[config.mk]
export PLATFORM = sky130hd
export DESIGN_NAME = tt_capture
export DESIGN_NICKNAME = d
export VERILOG_FILES = /design/src/rtl/tt_capture_pkg.sv /design/src/rtl/tt_misr.sv /design/src/rtl/tt_capture.sv
export SDC_FILE = /design/constraint.sdc
export NUM_CORES = 1
export LEC_CHECK = 0
export CORE_ASPECT_RATIO = 1.5
export CORE_MARGIN = 3
export CORE_UTILIZATION = 52
export CTS_BUF_LIST = sky130_fd_sc_hd__clkbuf_8
export DETAILED_ROUTE_END_ITERATION = 7
export HOLD_SLACK_MARGIN = 0.15
export PLACE_DENSITY = 0.89
export SLEW_MARGIN = 30
export SYNTH_ARGS = -nofsm -noshare
export SYNTH_HDL_FRONTEND = slang
export SYNTH_SLANG_ARGS = --single-unit
[constraint.sdc]
create_clock -name clk -period 6.4 [get_ports clk]
set_input_delay 0.64 -clock clk [delete_from_list [all_inputs] [get_ports clk]]
set_output_delay 0.64 -clock clk [all_outputs]
set_load 0.1 [all_outputs]
[src/rtl/tt_capture_pkg.sv]
`default_nettype none
// ============================================================================
//  Module      : tt_capture_pkg
//  Description : Shared types and constants for the truth-table capture block:
//                sweep FSM state encoding, MISR polynomial/seed and the width
//                of the per-vector settle counter.
//  Revision    : 1.0 - initial release
// ============================================================================
package tt_capture_pkg;

    typedef enum logic [1:0] {
        ST_IDLE   = 2'd0,
        ST_SETTLE = 2'd1,
        ST_SAMPLE = 2'd2,
        ST_DONE   = 2'd3
    } tt_state_t;

    // Settle counter width; LAT is limited to 0..15.
    localparam int          c_LAT_W     = 4;

    // x^16 + x^12 + x^5 + 1 (the x^16 term is implicit in the shift-out).
    localparam logic [15:0] c_MISR_POLY = 16'h1021;
    localparam logic [15:0] c_MISR_SEED = 16'hFFFF;

endpackage : tt_capture_pkg
`default_nettype wire

[src/rtl/tt_misr.sv]
`default_nettype none
// ============================================================================
//  Module      : tt_misr
//  Description : Single-input 16-bit signature register. Seeded on request,
//                then folds one data bit per shift into the signature.
//  Ports       : clk, rst (async, active high)
//                seed_i   - load the seed value (has priority over shift)
//                shift_i  - absorb data_i this cycle
//                data_i   - serial input bit
//                sig_o    - current signature
//  Revision    : 1.0 - initial release
// ============================================================================
module tt_misr
    import tt_capture_pkg::*;
(
    input  logic        clk,
    input  logic        rst,
    input  logic        seed_i,
    input  logic        shift_i,
    input  logic        data_i,
    output logic [15:0] sig_o
);

    logic [15:0] sig_q;
    logic [15:0] sig_d;
    logic        w_fb;

    always_comb begin
        sig_d = sig_q;
        // Bit leaving the top combined with the new input decides whether the
        // polynomial is folded back in.
        w_fb  = sig_q[15] ^ data_i;
        if (seed_i) begin
            sig_d = c_MISR_SEED;
        end else if (shift_i) begin
            sig_d = {sig_q[14:0], 1'b0} ^ (w_fb ? c_MISR_POLY : 16'h0000);
        end
    end

    always_ff @(posedge clk or posedge rst) begin
        if (rst) begin
            sig_q <= 16'h0000;
        end else begin
            sig_q <= sig_d;
        end
    end

    assign sig_o = sig_q;

endmodule : tt_misr
`default_nettype wire

[src/rtl/tt_capture.sv]
`default_nettype none
// ============================================================================
//  Module      : tt_capture
//  Description : Sweeps every input vector of an N_IN-input combinational
//                function, waits LAT settle cycles per vector, samples y into
//                a truth table and compares it bit-by-bit with golden.
//  Ports       : clk, rst (async, active high)
//                start        - begin a sweep (only honoured when idle)
//                golden       - expected truth table, bit i for vector i
//                x            - vector under test (0 when not sweeping)
//                y            - function output
//                busy, done   - sweep in progress / one-cycle completion pulse
//                tt           - captured truth table
//                match        - tt equals golden (valid from done)
//                mismatch_cnt - number of differing bits
//                sig          - MISR signature of the sampled y stream
//  Config      : TT_CAPTURE_MISR_EN - build the signature register; without
//                it sig is constant zero.
//  Revision    : 1.0 - initial release
// ============================================================================
module tt_capture
    import tt_capture_pkg::*;
#(
    parameter int N_IN = 6,
    parameter int LAT  = 0
) (
    input  logic                 clk,
    input  logic                 rst,
    input  logic                 start,
    input  logic [2**N_IN-1:0]   golden,
    output logic [N_IN-1:0]      x,
    input  logic                 y,
    output logic                 busy,
    output logic                 done,
    output logic [2**N_IN-1:0]   tt,
    output logic                 match,
    output logic [N_IN:0]        mismatch_cnt,
    output logic [15:0]          sig
);

    localparam int               c_VEC      = 2**N_IN;
    localparam logic [c_LAT_W-1:0] c_LAT_LAST = (LAT == 0) ? '0 : c_LAT_W'(LAT - 1);
    // With no settle time each vector goes straight to sampling.
    localparam tt_state_t        c_FIRST    = (LAT == 0) ? ST_SAMPLE : ST_SETTLE;

    tt_state_t           state_q, state_d;
    logic [N_IN-1:0]     idx_q, idx_d;
    logic [c_LAT_W-1:0]  lat_q, lat_d;
    logic [c_VEC-1:0]    tt_q, tt_d;
    logic [N_IN:0]       cnt_q, cnt_d;
    logic                match_q, match_d;
    logic                w_last;
    logic                w_active;

    assign w_last   = (idx_q == {N_IN{1'b1}});
    assign w_active = (state_q == ST_SETTLE) || (state_q == ST_SAMPLE);

    always_comb begin
        state_d = state_q;
        idx_d   = idx_q;
        lat_d   = lat_q;
        tt_d    = tt_q;
        cnt_d   = cnt_q;
        match_d = match_q;
        case (state_q)
            ST_IDLE: begin
                if (start) begin
                    state_d = c_FIRST;
                    idx_d   = '0;
                    lat_d   = '0;
                    tt_d    = '0;
                    cnt_d   = '0;
                    match_d = 1'b0;
                end
            end
            ST_SETTLE: begin
                if (lat_q == c_LAT_LAST) begin
                    state_d = ST_SAMPLE;
                    lat_d   = '0;
                end else begin
                    lat_d   = lat_q + 1'b1;
                end
            end
            ST_SAMPLE: begin
                tt_d[idx_q] = y;
                if (y != golden[idx_q]) begin
                    cnt_d = cnt_q + 1'b1;
                end
                if (w_last) begin
                    state_d = ST_DONE;
                    // Uses the count including this final sample so match is
                    // already valid while done is high.
                    match_d = (cnt_d == '0);
                end else begin
                    idx_d   = idx_q + 1'b1;
                    state_d = c_FIRST;
                end
            end
            ST_DONE: begin
                state_d = ST_IDLE;
            end
            default: begin
                state_d = ST_IDLE;
            end
        endcase
    end

    always_ff @(posedge clk or posedge rst) begin
        if (rst) begin
            state_q <= ST_IDLE;
            idx_q   <= '0;
            lat_q   <= '0;
            tt_q    <= '0;
            cnt_q   <= '0;
            match_q <= 1'b0;
        end else begin
            state_q <= state_d;
            idx_q   <= idx_d;
            lat_q   <= lat_d;
            tt_q    <= tt_d;
            cnt_q   <= cnt_d;
            match_q <= match_d;
        end
    end

    assign x            = w_active ? idx_q : '0;
    assign busy         = w_active;
    assign done         = (state_q == ST_DONE);
    assign tt           = tt_q;
    assign match        = match_q;
    assign mismatch_cnt = cnt_q;

`ifdef TT_CAPTURE_MISR_EN
    logic w_seed;
    logic w_shift;

    assign w_seed  = (state_q == ST_IDLE) && start;
    assign w_shift = (state_q == ST_SAMPLE);

    tt_misr u_misr (
        .clk     (clk),
        .rst     (rst),
        .seed_i  (w_seed),
        .shift_i (w_shift),
        .data_i  (y),
        .sig_o   (sig)
    );
`else
    assign sig = 16'h0000;
`endif

endmodule : tt_capture
`default_nettype wire
; ---- Word-level counts from Yosys, hierarchy flattened
; Index checks and enable logic that the tools add are counted.
[word_totals]
ff_bits = 84
elab_cells = 57
input_bits = 68
[classes]
add_sub_neg = 3
order_cmp = 2
n_reduce_logical = 12
muxes = 25
eq_ne = 9
[ops]
columns = cell, count
row1 = one-hot mux 64 bit (2 select lines), 1
row2 = bitwise mux 64 bit, 1
row3 = 2-to-1 mux 64 bit, 1
row4 = 2-to-1 mux 7 bit, 3
row5 = 2-to-1 mux 6 bit, 3
row6 = one-hot mux 7 bit (2 select lines), 1
row7 = one-hot mux 6 bit (2 select lines), 1
row8 = 2-to-1 mux 4 bit, 2
row9 = one-hot mux 2 bit (4 select lines), 1
row10 = one-hot mux 4 bit (2 select lines), 1
row11 = adder 7 x 1 -> 7 bit (second input constant), 1
row12 = zero test 7 bit, 1
row13 = < comparator 6 x 7 -> 1 bit (second input constant), 1
row14 = adder 6 x 1 -> 6 bit (second input constant), 1
row15 = binary-select mux 1 bit (select 6 bit), 1
row16 = demux 1 bit (select 6 bit), 1
row17 = == test 6 bit (second input constant), 1
row18 = >= comparator 6 x 1 -> 1 bit (second input constant), 1
row19 = inequality test 2 bit (second input constant), 3
row20 = AND reduction 2 bit, 3
row21 = AND reduction 3 bit, 2
row22 = 2-to-1 mux 1 bit, 5
row23 = adder 4 x 1 -> 4 bit (second input constant), 1
row24 = == test 2 bit (second input constant), 2
row25 = other kinds (10), 12

; ---- Logic depth before layout (Yosys ltp)
; Gate-level depths: netlist of the first run.
[logic_depth]
word_depth = 8
mapped_depth = 10
ltp_nobuf = 8

; ---- Worst setup path after synthesis of the first run
; OpenSTA, ideal clock, no wires.
[synth_timing]
path_type = register to output
startpoint = reg state_q[0]
endpoint = out x[0]
arrival_time_ps = 2212
t_required_ps = 5760
setup_slack_ps = 3548
stages_incl_launch_ff = 4
cell_sequence = dfrtp_1 -> inv_1 -> ha_1 -> and2_1
[synth_via]
elab_chain_cells = 3
[synth_lines]
columns = item, line_no
row1 = "start, declared", tt_capture.sv:46  ; tt_state_t state_q, state_d;
row2 = "start signal, assigned", tt_capture.sv:117  ; state_q <= state_d;
row3 = == test 2 x 1 -> 1 bit or == test 2 bit (tied branches), tt_capture.sv:56  ; assign w_active = (state_q == ST_SETTLE) || (state_q == ST_SAMPLE);
row4 = logical OR 1 bit (*), tt_capture.sv:56
row5 = net busy, tt_capture.sv:33  ; output logic busy,
row6 = 2-to-1 mux 6 bit (*), tt_capture.sv:126  ; assign x = w_active ? idx_q : '0;
row7 = "end, declared", tt_capture.sv:31  ; output logic [N_IN-1:0] x,
; The timed path passes the listed nets; every way through them passes the cells marked *.

; ---- Worst setup path in the final report of the first run
[layout_timing]
startpoint = reg idx_q[2]
endpoint = reg cnt_q[5], in the netlist mismatch_cnt[5]
[layout_via]
elab_chain_cells = 6
[layout_lines]
columns = item, line_no
row1 = "start, declared", tt_capture.sv:47  ; logic [N_IN-1:0] idx_q, idx_d;
row2 = "start signal, assigned", tt_capture.sv:118  ; idx_q <= idx_d;
row3 = binary-select mux 1 bit (select 6 bit), tt_capture.sv:86  ; if (y != golden[idx_q]) begin
row4 = 2-to-1 mux 1 bit (not written as such), tt_capture.sv:86
row5 = inequality test 1 bit, tt_capture.sv:86
row6 = 2-to-1 mux 7 bit, tt_capture.sv:86
row7 = 2-to-1 mux 7 bit, tt_capture.sv:65  ; case (state_q)
row8 = one-hot mux 7 bit (2 select lines), tt_capture.sv:65
row9 = "end signal, assigned", tt_capture.sv:121  ; cnt_q <= cnt_d;
row10 = "end, declared", tt_capture.sv:50  ; logic [N_IN:0] cnt_q, cnt_d;
; Every way passes these cells. The select of a mux whose other input is x is not followed.
; A chain may end at the register's enable or synchronous reset.

==> reports/qor.txt, run 1 <==
Status - finished, final reports clean
Skew-Pair Late Insertion Delay - 0.37 ns
# fillers - 693
GRT overflow - 0
Post-synth top flop - dfrtp_1
Vias/cell - 6.40
P per Cell Area - 233 nW/um^2
Synthesized instance count - 515
Clock skew - 0.00807 ns
Final setup vio count - 0
WP data arrival - 3.74 ns
Count leader, synth - dfrtp_1
Die Footprint - 10800 um^2
Sequential share of the synthesized area - 42.4%
FFs w/ async S/R, synth - 100%
Site Rows - 43
Number of global-route vias before repair - 4393
Die height - 126 um
Post-DRT Antenna Nets - 0
Slowest stage cell, crit path - dfrtp_2
Cell variety after synth - 65
Tot GR Track Use - 27.4%
ANT cells - 0
TritonCTS clock tree - built
CP top delay family - compound AO/OA/AOI/OAI gates
Io pins - 164
Final Hold Fails - 0
Post-CTS setup buffer count - 0
Longest Clk Path Bufs - 2
DP Cell Count - 734
Final setup TNS - 0 ns
WP data required - 6.67 ns
Worst Hold Class - register to register
Synth Cell Area - 4950 um^2
Static Leakage - 2.62 nW
Worst path depth - 8
Critical path buffer and inverter count - 1
Crit-path max cell delay - 0.94 ns
Final WL - 14.8 mm
Hold_buf cts - 0
Final period utilization - 54.3%
# DRC - 0
CP Launch Type - register
Synth warn - 0
Max-Cap Viols - 0
Fmax - 288 MHz
Initial core utilization - 53.5%
Root buf cell - clkbuf_8
Chip width - 85.7 um
Post-layout util - 70.4%
Worst vdd ir - 0.000350 V
RSZ-0062 raised after global routing - false
Fin nets - 710
Post-synth top area share - 42.4%
Number of flops mapped to enable cells by yosys - 0
Commonest cells post-synth - dfrtp_1, o211ai_1, o31ai_1
Clock-pin slew on the worst setup and hold paths - 0.09 ns
Hold_ws - 0.518 ns
Measured slew at the worst slew-check pin - 1.02 ns
Post-cts resize count - 0
# port buffers - 147
Worst Hold Depth - 1
Post-route minimum period - 3.48 ns
Initial antenna violation count - 0
Pre-Repair DR Iteration Count - 6
HPWL Detailed - 10.6 mm
Setup crit end kind - register
Via count - 4803
Largest area contributor in the netlist - dfrtp_1
CORE AREA - 9250 um^2
Syn-to-layout area delta - 31.6%
Pin count of the biggest net entering global routing - 85
First-pass GRT wire length - 23.3 mm
Synth area leaders - dfrtp_1, o211ai_1, o31ai_1
Proportion of layout cells with a drive suffix above 1 - 5.64%
CTS Sinks - 84
Final std cells w/o fill - 750
R2r worst-path depth - 8
Crit path cell chain - inv_1 -> a41o_1 -> o311ai_1 -> a21boi_0 -> a211oi_2 -> nand2_2 -> o31a_1 -> o22a_1
Critical path type - register to register
CP max FO - 51
Slew Viols, Final - 0
Syn avg cell area - 9.62 um^2
# H-tree levels - 3
Rel. slew slack - 31.9%
Initial DRC count - 523
Tot Pwr - 0.00152 W
Mean routed wirelength per cell - 19.8 um
Number of synthesized register bits - 84
RePlAce Congestion - 0.880
CTS buffer count - 9
## layout make-up
type	instances	area, um^2	share of cell area, %
inverters	17	65.1	0.998
well taps	112	140	2.15
flip-flops and latches	84	2100	32.3
clock inverters	7	58.8	0.902
multi-input cells	370	2520	38.7
repair buffers	151	1510	23.1
clock buffers	9	124	1.90
## placed cells by master, fill, tap and decap left out, drive strengths merged, types with 5 or more instances in the layout
cell,n
a211oi,7
a21oi,8
a31oi,11
and2,7
and3,5
clkbuf,9
clkdlybuf4s50,147
conb,16
dfrtp,84
ha,9
inv,20
mux2i,11
nand2,34
nand2b,7
nand3,23
nand3b,11
nand4,5
nor2,14
o211ai,63
o21ai,36
o31ai,42
## metrics by stage
stage / instance area (um^2) / worst slack, ns
after global placement: 6330 / 3.15
after CTS: 6520 / 2.95
after floorplan: 5010 / 3.55
after detailed placement: 6330 / 2.97
after global routing: 6520 / 2.64
final: 6520 / 2.92
## per-layer routing
metal | share of wire (%) | GRT usage (%) | vias up
li1 | - | - | 2186
met1 | 39 | 34.9 | 2326
met2 | 51 | 46.1 | 254
met3 | 7.6 | 5.14 | 37
met4 | 2.9 | 9.79 | 0
met5 | 0 | 0 | -
## path summary, 6_finish.rpt
kind	slack [ns]	start	to
setup / recovery	2.92	idx_q[2]	mismatch_cnt[5]
hold / removal	0.52	lat_q[2]	lat_q[2]
setup reg to reg	2.92	idx_q[2]	mismatch_cnt[5]
hold reg to reg	0.52	lat_q[2]	lat_q[2]
max in group asynchronous	5.06	rst	idx_q[1]
min in group asynchronous	0.79	rst	tt[17]
## power breakdown
part | internal (W) | total [W] | switching [W]
Sequential | 0.000565 | 0.000611 | 0.0000457
Combinational | 0.000147 | 0.000544 | 0.000397
Clock | 0.000148 | 0.000362 | 0.000214
## kinds of logic (layout without fill, tap and decap cells)
logic type                 after synthesis  in the layout  share of synthesized area, %
AOI/OAI and AO/OA                      202            202                          29.5
and+or+nand+nor                        126            126                          13.9
DFF                                     84             84                          42.4
buffers and inverters                   76            184                          7.93
muxes                                   15             15                          3.59
adders and majority gates                9              9                          2.27
xor gates and xnor gates                 2              2                         0.354
other                                    1             16                        0.0757
## flip-flops by register name (all words and copies together) (netlist names)
name          count
tt               64
lat_q             4
state_q           2
idx_q             6
mismatch_cnt      7
match             1
Note: power is estimated with default switching activity, not from simulation.
==> run 2, diff against run 1 <==
- CORE_UTILIZATION: 52 -> 48
- PLACE_DENSITY: 0.89 -> 0.83
- clock period: 6.4 -> 3.4 ns (I/O delays scaled with it)
==> run 2 against run 1 <==
Register-to-register slack worse by 2.5 ns. Largest cell class unchanged. Critical path type unchanged. Final cell count is 1.5% higher. Global-route usage is 2.0 points lower. Sequential share of layout area is 0.32 points lower. Die area is 7.8% higher.
==> reports/qor.txt, run 2 (synthesis gave the netlist of run 1 again) <==
Fin nets - 720
Pre-CTS setup slack - 0.450 ns
Slew Viols, Final - 0
Status - finished, final reports clean
Skew-Pair Late Insertion Delay - 0.37 ns
Post-layout util - 66.8%
TritonCTS clock tree - built
Critical path type - register to register
Worst vdd ir - 0.000580 V
RePlAce Congestion - 0.876
GRT overflow - 0
FF-to-FF Start - idx_q[3]
WP data arrival - 3.28 ns
Max-Cap Viols - 0
Worst Hold Class - input port to asynchronous set/reset pin
Setup crit end kind - register
Static Leakage - 2.67 nW
ANT cells - 0
Clock-pin slew on the worst setup and hold paths - 0.08 ns
Proportion of layout cells with a drive suffix above 1 - 7.74%
Via count - 4764
Final WL - 14.8 mm
# port buffers - 147
Site Rows - 44
Measured slew at the worst slew-check pin - 1.01 ns
# fillers - 749
Final period utilization - 89.0%
Die height - 130 um
Fmax - 330 MHz
RR Endpoint - mismatch_cnt[5]
Number of global-route vias before repair - 4448
R2r setup slk - 0.37 ns
HPWL Detailed - 11.1 mm
Post-route minimum period - 3.03 ns
Tot GR Track Use - 25.4%
Post-CTS setup buffer count - 0
WP data required - 3.65 ns
Fin worst setup slack - 0.373 ns
Hold_buf cts - 0
CORE AREA - 9850 um^2
Io pins - 164
Final Hold Fails - 0
Pin count of the biggest net entering global routing - 42
Syn-to-layout area delta - 32.8%
Worst setup path end - mismatch_cnt[5]
Initial DRC count - 339
Final setup TNS - 0 ns
Max reg flops - 64
Initial core utilization - 50.3%
CP Launch Type - register
First-pass GRT wire length - 22.6 mm
Initial antenna violation count - 0
Area of the multi-input gates - 2520 um^2
Commonest non-fill, non-tap cell in the layout - clkdlybuf4s50_1
Chip width - 89.0 um
CTS Sinks - 84
Pre-Repair DR Iteration Count - 5
# H-tree levels - 3
Final setup vio count - 0
CP max FO - 19
Vias/cell - 6.26
Die Footprint - 11600 um^2
P per Cell Area - 437 nW/um^2
Clock skew - 0.00678 ns
CTS buffer count - 9
Post-DRT Antenna Nets - 0
RSZ-0062 raised after global routing - false
DP Cell Count - 747
# DRC - 0
Mean routed wirelength per cell - 19.4 um
Storage cell area - 2100 um^2
Hold_ws - 0.431 ns
R2r worst-path depth - 8
Post-cts resize count - 0
Rel. slew slack - 32.4%
Root buf cell - clkbuf_8
Commonest cells after routing, fill and taps aside - clkdlybuf4s50_1, dfrtp_1, o211ai_1
Longest Clk Path Bufs - 2
Final std cells w/o fill - 761
Worst setup startpoint - idx_q[3]
[run 2: changes by cell type in the layout (fill, tap and decap cells not counted), sizes merged]
cell           before  now
buf                 4   21
bufinv              0    1
clkbuf              9   10
clkdlybuf4s50     147  140
clkinv              3    2
inv                20   17
[run 2: report_power, final]
group          leakage, nW  internal, W  switching, W  total [W]
clock network       0.0942     0.000351      0.000356   0.000707
registers             1.01      0.00106     0.0000839    0.00115
logic                 1.56     0.000277      0.000745    0.00102
[run 2: area by class of cell]
cell class              count  area share, %
multi-input cells         370           38.3
flip-flops and latches     84           32.0
repair buffers            161           23.7
well taps                 115           2.19
clock buffers              10           2.09
inverters                  17          0.970
clock inverters             4          0.780
[run 2: critical path: stages (launching register included)]
cell,delay [ns]
dfrtp_1,0.58
or3_1,0.60
a211oi_1,0.14
a211oi_2,0.22
nand4_1,0.17
a211oi_2,0.45
nand2_2,0.22
o31a_1,0.35
o22a_1,0.17
[run 2: worst min path at each step]
stage                   from  endpoint  slack (ns)  cells past startpoint
floorplan           lat_q[2]  lat_q[2]        0.47                      1
global placement    lat_q[2]  lat_q[2]        0.49                      1
detailed placement    tt[63]    tt[63]        0.51                      2
CTS                      rst    tt[14]        0.45                      2
global route             rst    tt[14]        0.48                      2
finish                   rst    tt[14]        0.43                      2
[run 2: per-layer routing]
layer / global-route usage [%] / up-vias / part of all wire, %
li1: - / 2204 / -
met1: 32.4 / 2305 / 39
met2: 42.9 / 226 / 51
met3: 5.58 / 29 / 8.1
met4: 7.45 / 0 / 1.9
met5: 0 / - / 0
[run 2: stage by stage]
| step | power (W) | area, um^2 |
|---|---|---|
| final | 0.00288 | 6580 |
| after global routing | 0.00298 | 6580 |
| after CTS | 0.00289 | 6580 |
| after detailed placement | 0.00219 | 6390 |
| after global placement | 0.00217 | 6390 |
| after floorplan | 0.00191 | 5010 |
==> run 3, diff against run 2 <==
--- a/config.mk
+++ b/config.mk
@@ -10,4 +10,5 @@
 export CORE_UTILIZATION = 48
 export CTS_BUF_LIST = sky130_fd_sc_hd__clkbuf_8
+export CTS_CLUSTER_SIZE = 30
 export DETAILED_ROUTE_END_ITERATION = 7
 export HOLD_SLACK_MARGIN = 0.15
==> constraint.sdc (replaced) <==
create_clock -name clk -period 3.4 [get_ports clk]
set_input_delay 0.68 -clock clk [delete_from_list [all_inputs] [get_ports clk]]
set_output_delay 0.68 -clock clk [all_outputs]
set_load 0.1 [all_outputs]
==> run 3 against run 2 <==
Sequential share of layout area rose by 0.35 points. Global-route usage rose by 0.88 points. Non-clock buffer count rose by 2. Cell area fell by 1.1%. Clock-buffer cell count fell by 1. Combinational power barely moved.
==> reports/qor.txt, run 3 (synthesis gave the netlist of run 1 again) <==
Final setup vio count - 0
Max-Cap Viols - 0
Final WL - 15.4 mm
GR peak layer - met2
Hold path start - tt[46]
P per Cell Area - 453 nW/um^2
R2r worst-path depth - 8
Worst Hold Depth - 2
Proportion of layout cells with a drive suffix above 1 - 15.4%
# H-tree levels - 3
Storage cell area - 2100 um^2
Fin nets - 722
WP data required - 3.64 ns
Syn-to-layout area delta - 31.4%
Post-CTS setup buffer count - 0
Mean routed wirelength per cell - 20.1 um
Measured slew at the worst slew-check pin - 0.986 ns
Commonest cells after routing, fill and taps aside - clkdlybuf4s50_1, dfrtp_1, buf_4
Static Leakage - 2.76 nW
HPWL Detailed - 11.2 mm
Worst Hold Class - register to register
Chip width - 89.0 um
# fillers - 810
Worst vdd ir - 0.000647 V
Root buf cell - clkbuf_8
Rel. slew slack - 34.1%
CP max FO - 21
RR Endpoint - mismatch_cnt[0]
Skew-Pair Late Insertion Delay - 0.36 ns
Status - finished, final reports clean
WP data arrival - 3.23 ns
Vias/cell - 6.41
Max reg flops - 64
# port buffers - 147
Clock-pin slew on the worst setup and hold paths - 0.09 ns
Final Hold Fails - 0
Site Rows - 44
Slew Viols, Final - 0
Pre-Repair DR Iteration Count - 5
Via count - 4901
TritonCTS clock tree - built
R2r setup slk - 0.41 ns
CORE AREA - 9850 um^2
Post-DRT Antenna Nets - 0
Hold_buf cts - 0
DP Cell Count - 749
Combinational share of power - 34.0%
M1 GR Usage - 33.7%
Final period utilization - 87.9%
Die Footprint - 11600 um^2
Sequential Power Share - 39.2%
Tot GR Track Use - 26.2%
Initial antenna violation count - 0
Final setup TNS - 0 ns
GR Util met2 - 43.5%
Sw power - 0.00121 W
Tot Pwr - 0.00295 W
Number of global-route vias before repair - 4799
RSZ-0062 raised after global routing - false
Met3 usage - 4.77%
Io pins - 164
CP Launch Type - register
Area of the multi-input gates - 2520 um^2
Clock skew - 0.00679 ns
FF-to-FF Start - idx_q[2]
# DRC - 0
Clock Power Share - 26.9%
First-pass GRT wire length - 24.0 mm
Fmax - 334 MHz
CTS buffer count - 9
Longest Clk Path Bufs - 2
Initial DRC count - 372
Cell-internal power - 0.00174 W
Pin count of the biggest net entering global routing - 60
CTS Sinks - 84
Critical path type - register to register
ANT cells - 0
Initial core utilization - 50.3%
Commonest non-fill, non-tap cell in the layout - clkdlybuf4s50_1
Final std cells w/o fill - 765
GRT overflow - 0
Setup crit end kind - register
Sw Share - 41.1%
Post-cts resize count - 0
RePlAce Congestion - 0.810
Die height - 130 um
Hold Path End - tt[46]
Post-route minimum period - 2.99 ns
-- run 3: cell types whose count changed in the layout (fill, tap and decap cells not counted), sizes merged --
cell           change
clkinv             -1
bufinv             +1
inv                +3
clkdlybuf4s50     -47
clkbuf             -1
buf               +49
-- run 3: worst max path at each step --
stage	start	end	slack, ns
3_3_place_gp	golden[16]	mismatch_cnt[5]	0.31
4_1_cts	state_q[0]	tt[19]	0.39
3_5_place_dp	golden[16]	mismatch_cnt[5]	0.22
2_1_floorplan	state_q[0]	x[0]	0.51
5_1_grt	idx_q[2]	mismatch_cnt[5]	0.18
6_report	idx_q[2]	mismatch_cnt[0]	0.41
-- run 3: critical path, cell delays in order, from the launching register on --
cell	delay, ns
dfrtp_2	0.67
inv_1	0.29
a41o_1	0.29
o311ai_1	0.32
a21boi_0	0.17
a211oi_2	0.41
nand2_2	0.22
a21o_1	0.24
mux2_2	0.26
-- run 3: stage by stage --
step / area (um^2) / hold WS [ns] / util, % / worst slack [ns]
2_1_floorplan: 5010 / 0.471 / - / 0.508
3_3_place_gp: 6290 / 0.491 / 63.8 / 0.310
3_5_place_dp: 6290 / 0.509 / 63.8 / 0.215
4_1_cts: 6500 / 0.538 / 66.0 / 0.389
5_1_grt: 6510 / 0.550 / 66.0 / 0.177
6_report: 6510 / 0.535 / 66.0 / 0.410
-- run 3: final cells by class --
type / count / share of cell area [%]
clock buffer: 9 / 1.90
clock inverter: 7 / 1.42
inverter: 17 / 0.980
multi-input combinational: 370 / 38.8
sequential: 84 / 32.3
tap: 115 / 2.21
timing repair buffer: 163 / 22.4
-- run 3: power groups by stage --
stage	Clock (W)	Sequential [W]	Combinational, W
after global placement	0	0.00116	0.000985
after detailed placement	0	0.00117	0.00100
after floorplan	0	0.00162	0.000293
final	0.000792	0.00115	0.00100
after CTS	0.000793	0.00115	0.00100
after global routing	0.000838	0.00116	0.00104
-- run 3: per-layer routing --
| metal | share of wire [%] | up-vias |
|---|---|---|
| met5 | 0 | - |
| met4 | 3.1 | 0 |
| met3 | 8.5 | 51 |
| met2 | 50 | 261 |
| met1 | 38 | 2376 |
| li1 | - | 2213 |
